**config.mk**
```make
export PLATFORM = sky130hd
export DESIGN_NAME = div_oned_seq_flat
export DESIGN_NICKNAME = d
export VERILOG_FILES = /design/src/rtl/div_oned_seq_if.sv /design/src/rtl/div_oned_seq.sv /design/src/flat_wrapper.sv
export SDC_FILE = /design/constraint.sdc
export NUM_CORES = 1
export LEC_CHECK = 0
export ABC_AREA = 1
export BUFFER_PORTS_ARGS = -buffer_cell sky130_fd_sc_hd__buf_2
export CORE_MARGIN = 2
export CORE_UTILIZATION = 44
export DETAILED_ROUTE_END_ITERATION = 16
export HOLD_SLACK_MARGIN = 0.02
export PLACE_DENSITY = 0.7
export REMOVE_ABC_BUFFERS = 1
export SYNTH_ARGS = -nofsm -noshare
export SYNTH_HDL_FRONTEND = slang
export SYNTH_SLANG_ARGS = --single-unit
```
**constraint.sdc**
```tcl
create_clock -name clk -period 37 [get_ports clk]
set_input_delay 11.1 -clock clk [delete_from_list [all_inputs] [get_ports clk]]
set_output_delay 11.1 -clock clk [all_outputs]
set_load 0.01 [all_outputs]
```
**src/rtl/div_oned_seq_if.sv**
```systemverilog
// Operand/result handshake bundle for the lane-wise Q8.8 divider.
// master = upstream/downstream driver side, slave = the divider.
interface div_oned_seq_if #(
  parameter int LANES = 4,
  parameter int W     = 16
);
  logic                 in_valid;
  logic                 in_ready;
  logic [LANES*W-1:0]   a;
  logic [LANES*W-1:0]   b;
  logic                 out_valid;
  logic                 out_ready;
  logic [LANES*W-1:0]   y;
  logic [LANES-1:0]     dz;
  logic [LANES-1:0]     ovf;

  modport master (
    output in_valid, a, b, out_ready,
    input  in_ready, out_valid, y, dz, ovf
  );

  modport slave (
    input  in_valid, a, b, out_ready,
    output in_ready, out_valid, y, dz, ovf
  );
endinterface

```
**src/rtl/div_oned_seq.sv**
```systemverilog
// Lane-parallel restoring divider y_i = (a_i << FRAC) / b_i; result valid W+FRAC clocks after accept.
// Single operation in flight: in_ready only in IDLE, result held in DONE until out_ready.
module div_oned_seq #(
  parameter int LANES = 4,
  parameter int W     = 16,
  parameter int FRAC  = 8
) (
  input  logic           clk,
  input  logic           rst,
  div_oned_seq_if.slave  bus
);
  localparam int N  = W + FRAC;
  localparam int CW = $clog2(N);

  typedef enum logic [1:0] {IDLE = 2'd0, CALC = 2'd1, DONE = 2'd2} state_t;

  state_t r_state, w_state_nxt;
  logic [CW-1:0]               r_cnt;
  logic [LANES-1:0][N-1:0]     r_dvd;
  logic [LANES-1:0][N-1:0]     r_q;
  logic [LANES-1:0][W-1:0]     r_rem;
  logic [LANES-1:0][W-1:0]     r_b;
  logic [LANES-1:0][W-1:0]     r_y;
  logic [LANES-1:0]            r_dz;
  logic [LANES-1:0]            r_ovf;

  logic [LANES-1:0][W:0]       w_sh;
  logic [LANES-1:0][W-1:0]     w_diff;
  logic [LANES-1:0][W-1:0]     w_rem_nxt;
  logic [LANES-1:0][N-1:0]     w_q_nxt;
  logic [LANES-1:0][W-1:0]     w_y_nxt;
  logic [LANES-1:0]            w_ge;
  logic [LANES-1:0]            w_bz;
  logic [LANES-1:0]            w_sat;
  logic                        w_accept;
  logic                        w_last;

  assign w_accept      = bus.in_valid && (r_state == IDLE);
  assign w_last        = (r_state == CALC) && (r_cnt == CW'(N - 1));
  assign bus.in_ready  = (r_state == IDLE);
  assign bus.out_valid = (r_state == DONE);

  always_comb begin
    w_state_nxt = r_state;
    case (r_state)
      IDLE:    if (w_accept)      w_state_nxt = CALC;
      CALC:    if (w_last)        w_state_nxt = DONE;
      DONE:    if (bus.out_ready) w_state_nxt = IDLE;
      default:                    w_state_nxt = IDLE;
    endcase
  end

  always_ff @(posedge clk or posedge rst) begin
    if (rst) r_state <= IDLE;
    else     r_state <= w_state_nxt;
  end

  // Lane 0 sits in the MSBs of every packed bus; internal arrays are indexed by lane number.
  for (genvar i = 0; i < LANES; i++) begin : g_lane
    assign w_sh[i]      = {r_rem[i], r_dvd[i][N-1]};
    assign w_ge[i]      = (w_sh[i] >= {1'b0, r_b[i]});
    // When w_ge is set the true difference is below b, so W bits hold it exactly.
    assign w_diff[i]    = w_sh[i][W-1:0] - r_b[i];
    assign w_rem_nxt[i] = w_ge[i] ? w_diff[i] : w_sh[i][W-1:0];
    assign w_q_nxt[i]   = {r_q[i][N-2:0], w_ge[i]};
    assign w_bz[i]      = (r_b[i] == '0);
    assign w_sat[i]     = |w_q_nxt[i][N-1:W];
    assign w_y_nxt[i]   = (w_bz[i] || w_sat[i]) ? '1 : w_q_nxt[i][W-1:0];

    assign bus.y[(LANES-1-i)*W +: W] = r_y[i];
    assign bus.dz[LANES-1-i]         = r_dz[i];
    assign bus.ovf[LANES-1-i]        = r_ovf[i];
  end

  always_ff @(posedge clk or posedge rst) begin
    if (rst) begin
      r_cnt <= '0;
      r_dvd <= '0;
      r_q   <= '0;
      r_rem <= '0;
      r_b   <= '0;
      r_y   <= '0;
      r_dz  <= '0;
      r_ovf <= '0;
    end else begin
      case (r_state)
        IDLE: begin
          if (w_accept) begin
            r_cnt <= '0;
            r_rem <= '0;
            r_q   <= '0;
            for (int i = 0; i < LANES; i++) begin
              r_dvd[i] <= {bus.a[(LANES-1-i)*W +: W], {FRAC{1'b0}}};
              r_b[i]   <= bus.b[(LANES-1-i)*W +: W];
            end
          end
        end
        CALC: begin
          r_cnt <= r_cnt + CW'(1);
          r_rem <= w_rem_nxt;
          r_q   <= w_q_nxt;
          for (int i = 0; i < LANES; i++) begin
            r_dvd[i] <= {r_dvd[i][N-2:0], 1'b0};
          end
          if (w_last) begin
            r_y   <= w_y_nxt;
            r_dz  <= w_bz;
            r_ovf <= w_sat & ~w_bz;
          end
        end
        default: ;
      endcase
    end
  end
endmodule
```
**src/flat_wrapper.sv**
```systemverilog
// flat-port wrapper written by rule: the top's interface ports become plain ports
module div_oned_seq_flat 
#(
  parameter int LANES = 4,
  parameter int W     = 16,
  parameter int FRAC  = 8
)
  (clk, rst, bus_in_valid, bus_a, bus_b, bus_out_ready, bus_in_ready, bus_out_valid, bus_y, bus_dz, bus_ovf);
  div_oned_seq_if #(.LANES(LANES), .W(W)) bus_i ();
  input  logic clk;
  input  logic rst;
  input wire logic [$bits(bus_i.in_valid)-1:0] bus_in_valid;
  input wire logic [$bits(bus_i.a)-1:0] bus_a;
  input wire logic [$bits(bus_i.b)-1:0] bus_b;
  input wire logic [$bits(bus_i.out_ready)-1:0] bus_out_ready;
  output wire logic [$bits(bus_i.in_ready)-1:0] bus_in_ready;
  output wire logic [$bits(bus_i.out_valid)-1:0] bus_out_valid;
  output wire logic [$bits(bus_i.y)-1:0] bus_y;
  output wire logic [$bits(bus_i.dz)-1:0] bus_dz;
  output wire logic [$bits(bus_i.ovf)-1:0] bus_ovf;
  assign bus_i.in_valid = bus_in_valid;
  assign bus_i.a = bus_a;
  assign bus_i.b = bus_b;
  assign bus_i.out_ready = bus_out_ready;
  assign bus_in_ready = bus_i.in_ready;
  assign bus_out_valid = bus_i.out_valid;
  assign bus_y = bus_i.y;
  assign bus_dz = bus_i.dz;
  assign bus_ovf = bus_i.ovf;
  div_oned_seq #(.LANES(LANES), .W(W), .FRAC(FRAC)) u_core (.clk(clk), .rst(rst), .bus(bus_i));
endmodule
```
==> impl_metrics.json <==
{
  "setup_viol": 0,
  "required_ps": 37400,
  "reg2reg_setup_slack_ps": 33570,
  "dpl.hpwl_um": 32600,
  "hold_path_class": "flop to flop",
  "worstPathMaxFanout": 136,
  "drive_gt1_frac": 0.141,
  "cts_tree": "yes",
  "dpl_cell_area_sq_um": 20500,
  "drv_cap": 0,
  "rows": 76,
  "worstReg2RegEnd": "u_core.r_q[78]$_DFFE_PP0P_",
  "synth.top_cell.area_share": 0.474,
  "wl_per_cell_um": 14.9,
  "cts_made_buffers": 41,
  "die_y_um": 213,
  "worst_slew_pin_slew_ps": 1090,
  "whs_endpoint": "u_core.r_dvd[9]$_DFFE_PP0P_",
  "gp_congestion": 0.935,
  "min_delay_path_depth": 2,
  "htreeDepth": 2,
  "fillers": 4264,
  "insertedDiodeCount": 0,
  "routed_wl_um": 47900,
  "drt_iter0_drc": 1145,
  "grt_max_degree": 137,
  "p_leak_nw": 11.3,
  "hold_violations": 0,
  "clkTransAtPathRegs_ps": 60,
  "path_class": "primary input to flop",
  "cts_setup_buffers": 0,
  "rsz0062_at_grt": "false",
  "worstPathArrival_ps": 13750,
  "p_per_area_nw_per_um2": 113,
  "grt_pass1_wl_um": 79000,
  "cts.hold.buffers_added": 0,
  "fin_crit_ps": 13360,
  "ios": 206,
  "grt_pass1_vias": 16100,
  "outcome": "finished clean",
  "ant_nets": 0,
  "final_area_sq_um": 21800,
  "synth_edf_count": 0,
  "dieWidth_um": 213,
  "post_synth_instance_area_sq_um": 19200,
  "core_sq_um": 43000,
  "min_period_over_period": 0.361,
  "cts_resized": 0,
  "io_buffers": 205,
  "final.setup.tns_ps": 0,
  "synthCells": 2434,
  "clock_sinks": 363,
  "clockBufferDepth": 3,
  "synth_warnings": 0,
  "clk-insertion-delay-late_ps": 560,
  "synth_top_flop_cell": "dfrtp_1",
  "slew_violations": 0,
  "drc": 0,
  "end_kind": "flop",
  "fin_nets": 2802,
  "vdd_drop_max_mv": 0.0438,
  "yosysSeqAreaShare": 0.474,
  "synthArstFlopShare": 1.00,
  "synth_cell_type_count": 43,
  "fin_worst_skew_ps": 15.4,
  "avgSynthCellArea_sq_um": 7.87,
  "antenna_found_initial": 0,
  "drtPass1Iterations": 5,
  "fmax_mhz": 74.9,
  "synth_area_leaders": "dfrtp_1, nand2_1, inv_1, nand3_1, ha_1",
  "startpoint_type": "primary input",
  "synth-seq-cells": 363,
  "track_usage": 0.216,
  "viasPerCell": 5.08,
  "reg2reg_from": "u_core.r_state[0]$_DFFE_PP0P_",
  "relSlewSlack": 0.272,
  "area_growth_pct": 14.1,
  "die_area_sq_um": 45200,
  "grt-ovfl-total": 0,
  "root_buffer": "clkbuf_16",
  "start_util": 0.446,
  "synth_top_cell_by_area": "dfrtp_1",
  "rr_worst_depth": 7,
  "worst_hold_startpoint": "u_core.r_dvd[9]$_DFFE_PP0P_",
  "vias": 16400
}
## Yosys cell counts, types with 5 or more instances
cell	count
nand4_1	32
xnor2_1	18
inv_1	334
nor2_1	146
o21ai_0	88
buf_1	8
buf_2	38
nor2_2	16
xor2_1	9
a21oi_2	5
nand2_4	7
nor2_4	8
o22ai_1	90
a21oi_1	89
ha_1	65
nand3_1	210
clkbuf_1	23
inv_2	20
o21ai_2	8
nor3_1	12
dfrtp_1	363
o21bai_1	5
buf_4	13
buf_6	7
nand3_2	6
o21ai_1	23
nand3b_1	20
a22o_1	5
nand2_1	722
nand2_2	15
## state kept, by name, summed over array words and instances (netlist names)
register,flops
u_core.r_dz,4
u_core.bus.y,64
u_core.r_state,2
u_core.r_rem,64
u_core.r_ovf,4
u_core.r_cnt,5
u_core.r_b,64
u_core.r_q,92
u_core.r_dvd,64
## worst max-delay path, stage by stage
cell and delay, ps:
buf_2 70, nand2_1 190, inv_6 670, nor2_4 270
inv_4 510, buf_4 670, o22ai_1 180
## report_power, final
part / internal, mW / switching (mW) / total, mW
registers: 0.591 / 0.0990 / 0.690
logic: 0.493 / 0.880 / 1.37
clock network: 0.237 / 0.165 / 0.402
## layer usage
layer | GRT usage | part of all wire
met1 | 0.289 | 0.46
met2 | 0.356 | 0.46
met3 | 0.0359 | 0.051
met4 | 0.0716 | 0.028
met5 | 0 | 0
## worst max-delay path by stage
| stage | startpoint | endpoint |
|---|---|---|
| 4_1_cts | bus_in_valid | u_core.r_q[78]$_DFFE_PP0P_ |
| 2_1_floorplan | rst | u_core.bus.y[0]$_DFFE_PP0P_ |
| 3_5_place_dp | bus_in_valid | u_core.r_rem[20]$_DFFE_PP0P_ |
| 6_report | bus_in_valid | u_core.r_q[78]$_DFFE_PP0P_ |
| 5_1_grt | bus_in_valid | u_core.r_rem[23]$_DFFE_PP0P_ |
| 3_3_place_gp | bus_in_valid | u_core.r_rem[20]$_DFFE_PP0P_ |
## stage by stage
stage	power [mW]	worst slack (ps)	std cells	hold WS [ps]	utilization
floorplan	1.71	15820	2344	452	-
global placement	2.01	23150	3143	463	0.477
detailed placement	2.06	23020	3143	469	0.477
CTS	2.47	23610	3217	482	0.508
global route	2.71	23390	3217	499	0.508
finish	2.47	23640	3217	481	0.508
## placed cells by master (no fill, tap or decap), types with 6 or more instances in the layout
master	Yosys	routed
nand2_1	722	721
dfrtp_1	363	363
inv_1	334	332
nand3_1	210	210
buf_2	38	205
nor2_1	146	146
o22ai_1	90	90
a21oi_1	89	89
o21ai_0	88	88
ha_1	65	65
clkbuf_16	0	43
nand4_1	32	32
o21ai_1	23	23
nand3b_1	20	20
inv_2	20	18
xnor2_1	18	18
nand2_2	15	15
nor2_2	16	14
nor3_1	12	12
nor2_4	8	10
clkbuf_1	23	10
xor2_1	9	9
buf_4	13	9
nand2_4	7	8
o21ai_2	8	8
clkinv_2	0	8
nand3_2	6	6
## cell type report
type,instances,area (sq um),share of cell area
clock buffer,58,1180,0.0541
multi-input combinational,1627,8260,0.378
sequential,363,9080,0.416
inverter,354,1350,0.0616
timing repair buffer,214,1090,0.0501
clock inverter,16,148,0.00676
tap,585,732,0.0335
## cell families after synthesis
group	synth area share
AOI/OAI and AO/OA	0.0958
xor gates and xnor gates	0.0123
adders and majority gates	0.0466
buffers and inverters	0.0954
DFF	0.474
and+or+nand+nor	0.276
No activity file was read; power rests on OpenSTA's default activity.
